File: src/rtl/pipe_pattern_pkg.sv
// ============================================================================
// pipe_pattern_pkg : mode encodings, default seed and LFSR taps
// Rev 1.0
// ============================================================================
`default_nettype none

package pipe_pattern_pkg;

  typedef enum logic [1:0] {
    MODE_COUNTER = 2'd0,
    MODE_LFSR    = 2'd1,
    MODE_WALK    = 2'd2,
    MODE_ALT     = 2'd3
  } mode_e;

  localparam logic [31:0] c_default_seed = 32'h0D0C0B0A;

  localparam int c_tap_a = 31;
  localparam int c_tap_b = 21;
  localparam int c_tap_c = 1;
  localparam int c_tap_d = 0;

  function automatic logic [31:0] lfsr_next(input logic [31:0] l);
    return {l[30:0], l[c_tap_a] ^ l[c_tap_b] ^ l[c_tap_c] ^ l[c_tap_d]};
  endfunction

endpackage

`default_nettype wire

File: src/rtl/pipe_pattern_engine_if.sv
// ============================================================================
// pipe_pattern_engine_if : host pipe-in / pipe-out bus
// Rev 1.0
// ============================================================================
`default_nettype none

interface pipe_pattern_engine_if #(
  parameter int DATA_W = 16
);
  logic              pipe_in_write;
  logic [DATA_W-1:0] pipe_in_data;
  logic              pipe_in_ready;
  logic              pipe_out_read;
  logic [DATA_W-1:0] pipe_out_data;
  logic              pipe_out_valid;

  modport master (
    output pipe_in_write, pipe_in_data, pipe_out_read,
    input  pipe_in_ready, pipe_out_data, pipe_out_valid
  );

  modport slave (
    input  pipe_in_write, pipe_in_data, pipe_out_read,
    output pipe_in_ready, pipe_out_data, pipe_out_valid
  );
endinterface

`default_nettype wire

File: src/rtl/pattern_gen.sv
// ============================================================================
// pattern_gen : registered test-pattern word generator (counter/LFSR/walk/alt)
// Rev 1.0
// ============================================================================
`default_nettype none

module pattern_gen
  import pipe_pattern_pkg::*;
#(
  parameter int          DATA_W = 16,
  parameter logic [31:0] SEED   = c_default_seed
) (
  input  wire logic              clk,
  input  wire logic              reset,
  input  wire logic              load,
  input  wire logic              advance,
  input  wire mode_e             mode,
  output logic      [DATA_W-1:0] word
);

  mode_e             r_mode;
  logic [31:0]       r_lfsr;
  logic [DATA_W-1:0] r_word;

  logic [31:0]       w_lfsr_next;
  logic [DATA_W-1:0] w_alt_even;
  logic [DATA_W-1:0] w_first;
  logic [DATA_W-1:0] w_next;

  assign w_lfsr_next = lfsr_next(r_lfsr);
  assign w_alt_even  = {(DATA_W/2){2'b10}};

  always_comb begin
    w_first = DATA_W'(1);
    case (mode)
      MODE_COUNTER: w_first = DATA_W'(1);
      MODE_LFSR:    w_first = SEED[DATA_W-1:0];
      MODE_WALK:    w_first = DATA_W'(1);
      MODE_ALT:     w_first = w_alt_even;
      default:      w_first = DATA_W'(1);
    endcase
  end

  // Walking-one is a left rotate, so it wraps from the MSB back to bit 0.
  always_comb begin
    w_next = r_word + DATA_W'(1);
    case (r_mode)
      MODE_COUNTER: w_next = r_word + DATA_W'(1);
      MODE_LFSR:    w_next = w_lfsr_next[DATA_W-1:0];
      MODE_WALK:    w_next = {r_word[DATA_W-2:0], r_word[DATA_W-1]};
      MODE_ALT:     w_next = ~r_word;
      default:      w_next = r_word + DATA_W'(1);
    endcase
  end

  always_ff @(posedge clk or posedge reset) begin
    if (reset) begin
      r_mode <= MODE_COUNTER;
      r_lfsr <= SEED;
      r_word <= DATA_W'(1);
    end else if (load) begin
      r_mode <= mode;
      r_lfsr <= SEED;
      r_word <= w_first;
    end else if (advance) begin
      r_lfsr <= w_lfsr_next;
      r_word <= w_next;
    end
  end

  assign word = r_word;

endmodule

`default_nettype wire

File: src/rtl/pipe_pattern_engine.sv
// ============================================================================
// pipe_pattern_engine : pipe test-pattern source and checker with throttling
// Rev 1.0
// ============================================================================
`default_nettype none

module pipe_pattern_engine
  import pipe_pattern_pkg::*;
#(
  parameter int          DATA_W = 16,
  parameter int          CNT_W  = 16,
  parameter logic [31:0] SEED   = c_default_seed
) (
  input  wire logic              clk,
  input  wire logic              reset,
  input  wire logic              restart,
  input  wire logic [1:0]        mode,
  input  wire logic [7:0]        throttle,
  pipe_pattern_engine_if.slave   pipe,
  output logic      [CNT_W-1:0]  error_count,
  output logic      [31:0]       in_word_count,
  output logic      [31:0]       out_word_count,
  output logic                   first_err_valid,
  output logic      [31:0]       first_err_index,
  output logic      [DATA_W-1:0] first_err_expected,
  output logic      [DATA_W-1:0] first_err_received
);

  logic              w_write;
  logic              w_read;
  logic              w_mismatch;
  logic [DATA_W-1:0] w_out_word;
  logic [DATA_W-1:0] w_exp_word;

  logic [7:0]        r_rot;
  logic [CNT_W-1:0]  r_err_cnt;
  logic [31:0]       r_in_cnt;
  logic [31:0]       r_out_cnt;
  logic              r_fe_valid;
  logic [31:0]       r_fe_index;
  logic [DATA_W-1:0] r_fe_exp;
  logic [DATA_W-1:0] r_fe_rcv;

  // Restart owns the cycle: any strobe in the same cycle is dropped.
  assign w_write    = pipe.pipe_in_write & ~restart;
  assign w_read     = pipe.pipe_out_read & ~restart;
  assign w_mismatch = w_write && (pipe.pipe_in_data != w_exp_word);

  pattern_gen #(.DATA_W(DATA_W), .SEED(SEED)) u_gen_out (
    .clk     (clk),
    .reset   (reset),
    .load    (restart),
    .advance (w_read),
    .mode    (mode_e'(mode)),
    .word    (w_out_word)
  );

  pattern_gen #(.DATA_W(DATA_W), .SEED(SEED)) u_gen_in (
    .clk     (clk),
    .reset   (reset),
    .load    (restart),
    .advance (w_write),
    .mode    (mode_e'(mode)),
    .word    (w_exp_word)
  );

  // The duty mask is consumed LSB first, one bit per cycle.
  always_ff @(posedge clk or posedge reset) begin
    if (reset) begin
      r_rot      <= 8'hFF;
      r_err_cnt  <= '0;
      r_in_cnt   <= '0;
      r_out_cnt  <= '0;
      r_fe_valid <= 1'b0;
      r_fe_index <= '0;
      r_fe_exp   <= '0;
      r_fe_rcv   <= '0;
    end else if (restart) begin
      r_rot      <= (throttle == 8'h00) ? 8'hFF : throttle;
      r_err_cnt  <= '0;
      r_in_cnt   <= '0;
      r_out_cnt  <= '0;
      r_fe_valid <= 1'b0;
      r_fe_index <= '0;
      r_fe_exp   <= '0;
      r_fe_rcv   <= '0;
    end else begin
      r_rot <= {r_rot[0], r_rot[7:1]};
      if (w_read)
        r_out_cnt <= r_out_cnt + 32'd1;
      if (w_write)
        r_in_cnt <= r_in_cnt + 32'd1;
      if (w_mismatch) begin
        if (r_err_cnt != {CNT_W{1'b1}})
          r_err_cnt <= r_err_cnt + CNT_W'(1);
        if (!r_fe_valid) begin
          r_fe_valid <= 1'b1;
          r_fe_index <= r_in_cnt;
          r_fe_exp   <= w_exp_word;
          r_fe_rcv   <= pipe.pipe_in_data;
        end
      end
    end
  end

  assign pipe.pipe_out_data  = w_out_word;
  assign pipe.pipe_in_ready  = r_rot[0];
  assign pipe.pipe_out_valid = r_rot[0];

  assign error_count        = r_err_cnt;
  assign in_word_count      = r_in_cnt;
  assign out_word_count     = r_out_cnt;
  assign first_err_valid    = r_fe_valid;
  assign first_err_index    = r_fe_index;
  assign first_err_expected = r_fe_exp;
  assign first_err_received = r_fe_rcv;

endmodule

`default_nettype wire
File: src/flat_wrapper.sv
// flat-port wrapper written by rule: the top's interface ports become plain ports
module pipe_pattern_engine_flat import pipe_pattern_pkg::*;
#(
  parameter int          DATA_W = 16,
  parameter int          CNT_W  = 16,
  parameter logic [31:0] SEED   = c_default_seed
)
  (clk, reset, restart, mode, throttle, error_count, in_word_count, out_word_count, first_err_valid, first_err_index, first_err_expected, first_err_received, pipe_pipe_in_write, pipe_pipe_in_data, pipe_pipe_out_read, pipe_pipe_in_ready, pipe_pipe_out_data, pipe_pipe_out_valid);
  pipe_pattern_engine_if #(.DATA_W(DATA_W)) pipe_i ();
  input  wire logic clk;
  input  wire logic reset;
  input  wire logic restart;
  input  wire logic [1:0] mode;
  input  wire logic [7:0] throttle;
  output logic      [CNT_W-1:0] error_count;
  output logic      [31:0] in_word_count;
  output logic      [31:0] out_word_count;
  output logic first_err_valid;
  output logic      [31:0] first_err_index;
  output logic      [DATA_W-1:0] first_err_expected;
  output logic      [DATA_W-1:0] first_err_received;
  input wire logic [$bits(pipe_i.pipe_in_write)-1:0] pipe_pipe_in_write;
  input wire logic [$bits(pipe_i.pipe_in_data)-1:0] pipe_pipe_in_data;
  input wire logic [$bits(pipe_i.pipe_out_read)-1:0] pipe_pipe_out_read;
  output wire logic [$bits(pipe_i.pipe_in_ready)-1:0] pipe_pipe_in_ready;
  output wire logic [$bits(pipe_i.pipe_out_data)-1:0] pipe_pipe_out_data;
  output wire logic [$bits(pipe_i.pipe_out_valid)-1:0] pipe_pipe_out_valid;
  assign pipe_i.pipe_in_write = pipe_pipe_in_write;
  assign pipe_i.pipe_in_data = pipe_pipe_in_data;
  assign pipe_i.pipe_out_read = pipe_pipe_out_read;
  assign pipe_pipe_in_ready = pipe_i.pipe_in_ready;
  assign pipe_pipe_out_data = pipe_i.pipe_out_data;
  assign pipe_pipe_out_valid = pipe_i.pipe_out_valid;
  pipe_pattern_engine #(.DATA_W(DATA_W), .CNT_W(CNT_W), .SEED(SEED)) u_core (.clk(clk), .reset(reset), .restart(restart), .mode(mode), .throttle(throttle), .pipe(pipe_i), .error_count(error_count), .in_word_count(in_word_count), .out_word_count(out_word_count), .first_err_valid(first_err_valid), .first_err_index(first_err_index), .first_err_expected(first_err_expected), .first_err_received(first_err_received));
endmodule
File: config.mk
export PLATFORM = sky130hd
export DESIGN_NAME = pipe_pattern_engine_flat
export DESIGN_NICKNAME = d
export VERILOG_FILES = /design/src/rtl/pipe_pattern_pkg.sv /design/src/rtl/pipe_pattern_engine_if.sv /design/src/rtl/pattern_gen.sv /design/src/rtl/pipe_pattern_engine.sv /design/src/flat_wrapper.sv
export SDC_FILE = /design/constraint.sdc
export NUM_CORES = 1
export LEC_CHECK = 0
export CELL_PAD_IN_SITES_DETAIL_PLACEMENT = 2
export CELL_PAD_IN_SITES_GLOBAL_PLACEMENT = 2
export CORE_MARGIN = 5
export CORE_UTILIZATION = 35
export DETAILED_ROUTE_END_ITERATION = 8
export PLACE_DENSITY = 0.91
export SLEW_MARGIN = 20
export SYNTH_ARGS = -nofsm -noshare
export SYNTH_HDL_FRONTEND = slang
export SYNTH_SLANG_ARGS = --single-unit
export TNS_END_PERCENT = 10
File: constraint.sdc
create_clock -name clk -period 10.1 [get_ports clk]
set_input_delay 2.02 -clock clk [delete_from_list [all_inputs] [get_ports clk]]
set_output_delay 2.02 -clock clk [all_outputs]
set_load 0.02 [all_outputs]
== Yosys cells after proc, flatten, opt, wreduce, memory -nomap -nowiden ==
Cells that the tools add are included.

* Register bits: 251
* Word-level logic and storage cells: 80
* Input bits: 31

* Equality and inequality tests: 9
* Reduce and logical (&&, ||, !) cells: 11
* Bitwise gates (word level): 11
* Add/sub/neg operators: 5
* Mux-type cells: 31

{| class="wikitable"
|+ Operators with widths
! operator !! number
|-
| 32-bit two-way mux || 11
|-
| 16-bit two-way mux || 13
|-
| 16-bit case mux with 4 select lines || 2
|-
| 32-bit by 1-bit adder with 32-bit output, second input constant || 2
|-
| 16-bit by 1-bit adder with 16-bit output, second input constant || 3
|-
| 16-bit case mux with 3 select lines || 1
|-
| 16-bit inverter || 2
|-
| 8-bit two-way mux || 2
|-
| 16-bit != test || 1
|-
| 16-bit != test, second input constant || 1
|-
| 2-bit == test, second input constant || 4
|-
| 8-bit zero test || 1
|-
| 2-bit nonzero test || 4
|-
| 1-bit bitwise XOR || 6
|-
| 2-bit by 1-bit == test with 1-bit output, second input constant || 2
|-
| 2-bit zero test || 2
|-
| 2-bit AND reduction || 2
|-
| 1-bit AND || 2
|-
| 1-bit two-way mux || 2
|-
| 2-bit != test, second input constant || 1
|-
| 2-bit OR reduction || 1
|-
| 1-bit logical AND || 1
|-
| 1-bit inverter || 1
|}

== Longest topological paths before layout ==
* Depth in word-level cells: 6
* Depth in mapped cells: 8

== Cells and area by module ==
A second synthesis with hierarchy kept.

* Cells, all modules: 1374
* Area total of the unflattened synthesis: 13050.0 µm²

{| class="wikitable"
|+ Modules (own cells, without submodules)
! module !! sequential area each (µm²) !! instances !! cells each !! area an instance (µm²)
|-
| pipe_pattern_engine || 3838.7 || 1 || 778 || 7324.5
|-
| pattern_gen || 1265.0 || 2 || 298 || 2862.7
|}

== Worst setup path after synthesis ==
Ideal clock, no wire load.

* Path kind: input to register
* From: in pipe_pipe_in_data[4]
* To: reg u_core.r_err_cnt[0], in the netlist u_core.error_count[0]
* Arrival time: 3.275 ns
* Path buffers: 1
* Library setup time: 0.128 ns
* Stages: 6
* Path slack: 6.698 ns
* Data required time: 9.972 ns
* Cell sequence: xnor2_1 -> nand4_1 -> nor4_4 -> buf_4 -> nor3_1 -> mux2_1

* Cells in the longest elaborated chain, start to end: 4

{| class="wikitable"
|+ Ends and longest elaborated chain
! item !! RTL line !! text
|-
| from (decl) || flat_wrapper.sv:23 || <nowiki>input wire logic [$bits(pipe_i.pipe_in_data)-1:0] pipe_pipe_in_data;</nowiki>
|-
| 16-bit != test || pipe_pattern_engine.sv:47 || <nowiki>assign w_mismatch = w_write && (pipe.pipe_in_data != w_exp_word);</nowiki>
|-
| 1-bit logical AND || pipe_pattern_engine.sv:47 ||
|-
| 2-bit nonzero test (no line) || - ||
|-
| 2-bit AND reduction (no line) || - ||
|-
| to (signal assigned) || pipe_pattern_engine.sv:95 || <nowiki>r_err_cnt <= r_err_cnt + CNT_W'(1);</nowiki>
|-
| to (decl) || pipe_pattern_engine.sv:36 || <nowiki>logic [CNT_W-1:0] r_err_cnt;</nowiki>
|}

Every way passes these cells.
A chain may end at the register's enable or synchronous reset.

== Worst setup path after layout ==
* From: in pipe_pipe_in_data[3]
* To: reg u_core.r_fe_index[5], in the netlist u_core.first_err_index[5]

* Cells in the longest elaborated chain, start to end: 4

{| class="wikitable"
|+ Ends and longest elaborated chain
! item !! RTL line !! text
|-
| 16-bit != test || pipe_pattern_engine.sv:47 ||
|-
| 1-bit logical AND || pipe_pattern_engine.sv:47 ||
|-
| 2-bit nonzero test (no line) || - ||
|-
| 2-bit AND reduction (no line) || - ||
|-
| to (signal assigned) || pipe_pattern_engine.sv:98 || <nowiki>r_fe_index <= r_in_cnt;</nowiki>
|-
| to (decl) || pipe_pattern_engine.sv:40 || <nowiki>logic [31:0] r_fe_index;</nowiki>
|}

Every way passes these cells.

==> summary.md <==
| Metric | Value |
|---|---|
| Status | `complete, no violations` |
| H-tree levels | `1` |
| Rows | `68` |
| Synth Area in Simple Gates | `0.162` |
| Number of hold violations in the final report | `0` |
| Initial antenna violation count | `0` |
| Area Overhead vs Synth | `25.8%` |
| Mapped Area | `12300 um^2` |
| CP Launch Type | `input pin` |
| Seq pwr share | `0.442` |
| Clk buf depth | `3` |
| Crit Path Class | `in -> reg` |
| Mapped Avg Cell Area | `10.4 um^2` |
| Die Height | `198 um` |
| Routed length on met2 | `23900 um` |
| Clock latency at the later pin of the worst-skew pair | `570 ps` |
| Net Switching | `722 uW` |
| Post-synthesis compound-gate area fraction | `0.155` |
| Max Fclk | `236 MHz` |
| Core area | `34600 um^2` |
| Maximum vdd drop | `180 uV` |
| Main combinational cell family by area after synthesis | `simple AND/OR/NAND/NOR gates` |
| # hold bufs at CTS | `0` |
| Total gr overflow | `0` |
| Wire length of the first global-routing pass | `73100 um` |
| Count leader, synth | `dfrtp_1` |
| Final min period | `4240 ps` |
| CP Data Required Time | `10580 ps` |
| Initial DRC count | `598` |
| Leak | `0.00648 uW` |
| Top_reg_cell synth | `dfrtp_1` |
| Synth Area in XOR/XNOR | `0.0611` |
| WL met1 | `19000 um` |
| Non-Filler Instances | `1820` |
| Area contributors post-synth | `dfrtp_1 (45%), dfstp_2 (6.4%), mux2i_1 (5.5%)` |
| Largest net degree at the start of global routing | `98` |
| List of most frequent post-synthesis cells | `dfrtp_1 (221), nor2_1 (140), nand2_1 (78), mux2i_1 (68), a22o_1 (66)` |
| # placed instances | `1769` |
| Die footprint | `39100 um^2` |
| CP arrival | `4730 ps` |
| IO Pins | `194` |
| CTS Sinks | `251` |
| Residual DRC count | `0` |
| Crit-path max FO | `63` |
| Cells after synthesis | `1190` |
| Vias per cell | `5.84` |
| Slew margin rel. | `0.305` |
| Reg clk slew, reported paths | `60 ps` |
| Net Count, Synth | `1226` |
| Yosys warns | `0` |
| Asr flop ratio synth | `1.00` |
| Comb pwr share | `0.128` |
| Setup-failing EPs final | `0` |
| Total track usage | `0.234` |
| Post-CTS setup buffers | `0` |
| Root buffer cell | `clkbuf_16` |
| Final setup TNS | `0 ps` |
| Met3 WL | `2810 um` |
| Flop and latch count out of synthesis | `251` |
| DP HPWL | `29500 um` |
| Total wire length | `47000 um` |
| Clk pwr share | `0.430` |
| Slew @ Worst Pin | `1040 ps` |
| Max-Cap Viols | `0` |
| Tcrit/Tclk final | `0.420` |
| Die width | `198 um` |
| Diode count | `0` |
| Power Internal | `1830 uW` |
| Clk_skew | `26.3 ps` |
| IO Port Bufs | `193` |
| RD Place Congestion | `0.831` |
| Area share of the largest cell type after synthesis | `0.449` |
| Cell taking the most area after synthesis | `dfrtp_1` |
| Net Sw Frac | `0.283` |
| Mux cell area share after synthesis | `0.0616` |
| Sequential cell area fraction in the yosys report | `0.513` |
| ANT nets after route | `0` |
| Number of detailed-route iterations in the first pass | `5` |
| DR WL/cell | `25.8 um` |
| Slew Limit Fails | `0` |
| Vias | `10.6k` |
| Initial Util | `0.356` |
| Layout cells sized above 1 | `0.0828` |
| CTS tree | `yes` |
| Placed Area | `14500 um^2` |
| Final instance area | `15500 um^2` |
| Post_cts resized | `0` |
| Unrepaired setup endpoints after global routing | `no` |
| Top sig layer | `met4` |
| Fillers | `3497` |
| CTS Buf Count | `29` |
| Adder-cell share of the synthesized area | `0.00508` |
| Number of global-route vias before repair | `11.9k` |
| Number of synthesized flops with an enable pin | `0` |
| Worst setup EP type | `flip-flop` |
| Pwr dens | `165 nW/um^2` |
| Nets | `1381` |
| HP Class | `reg -> reg` |
| Distinct cells, synth | `75` |
-- critical path, stage by stage --
cell and delay [ps]:
clkdlybuf4s50_1 570, xnor2_1 150, nand4_1 190, nor4_4 320
buf_4 360, o21a_2 200, buf_4 560, a22o_1 290
-- kinds of logic after synthesis --
logic type                 Yosys count
muxes                               73
DFF                                251
AOI/OAI and AO/OA                  269
xor gates and xnor gates            86
adders and majority gates            5
and+or+nand+nor                    395
buffers and inverters              111
-- cell type report --
type / count / area (um^2) / share of cell area
Clock buffer: 40 / 827 / 0.0534
Clock inverter: 11 / 138 / 0.00888
Inverter: 27 / 109 / 0.00702
Multi-Input combinational cell: 828 / 5500 / 0.355
Sequential cell: 251 / 6320 / 0.408
Tap cell: 455 / 569 / 0.0367
Timing Repair Buffer: 208 / 2040 / 0.131
-- routing by layer --
metal,vias to the layer above,track usage
li1,4624,-
met1,5572,0.288
met2,348,0.416
met3,86,0.0491
met4,0,0.0592
met5,-,0
-- flip-flops by register name, summed over array words and instances (netlist names) --
signal                     count
u_core.u_gen_out.word         16
u_core.first_err_index        32
u_core.first_err_expected     16
u_core.first_err_valid         1
u_core.u_gen_out.r_lfsr       32
u_core.u_gen_out.r_mode        2
u_core.first_err_received     16
u_core.in_word_count          32
u_core.error_count            16
u_core.out_word_count         32
u_core.u_gen_in.r_lfsr        32
u_core.r_rot                   8
u_core.u_gen_in.word          16
-- path summary, 6_finish.rpt --
| check | from | end | slack, ps | cells after the start |
|---|---|---|---|---|
| max | pipe_pipe_in_data[3] | u_core.first_err_index[5] | 5860 | 8 |
| min | u_core.first_err_expected[5] | u_core.first_err_expected[5] | 510 | 1 |
| max reg2reg | u_core.u_gen_in.word[7] | u_core.first_err_index[5] | 7240 | 7 |
| min reg2reg | u_core.first_err_expected[5] | u_core.first_err_expected[5] | 510 | 1 |
| max in group asynchronous | reset | u_core.u_gen_in.r_lfsr[6] | 6570 | 3 |
| min in group asynchronous | reset | u_core.first_err_received[14] | 1980 | 2 |
-- placed cells by master (no fill, tap or decap), drive strengths merged, types with 6 or more instances in the layout --
master and count:
dfrtp 221, clkdlybuf4s50 190, nor2 140, nand2 78, mux2i 68, a22o 66, o21ai 57, a21oi 50
xnor2 48, clkbuf 40, xor2 38, nand4 35, nand3 34, dfstp 30, inv 28, nor4 25
buf 18, nor3 15, and3 10, nor2b 9, o221ai 9, or3 9, and4 8, a221oi 8
a211oi 8, o22a 8, and2 7, o211ai 7, o41ai 7, clkinv 7, or4 6
-- through the flow --
stage | worst slack (ps) | utilization | hold slack, ps | total power (uW)
floorplan | 1230 | - | 468 | 1320
global route | 5740 | 0.448 | 515 | 2640
CTS | 5860 | 0.447 | 509 | 2570
detailed placement | 5380 | 0.419 | 487 | 1460
finish | 5860 | 0.448 | 507 | 2550
global placement | 5560 | 0.419 | 482 | 1440
-- power by group through the flow --
stage	clock [uW]	combinational (uW)	sequential, uW
after floorplan	0	193	1130
after global placement	0	303	1140
after detailed placement	0	320	1140
after CTS	1120	329	1130
after global routing	1160	353	1130
final	1100	327	1130
Power figures use the tool's default switching activity.
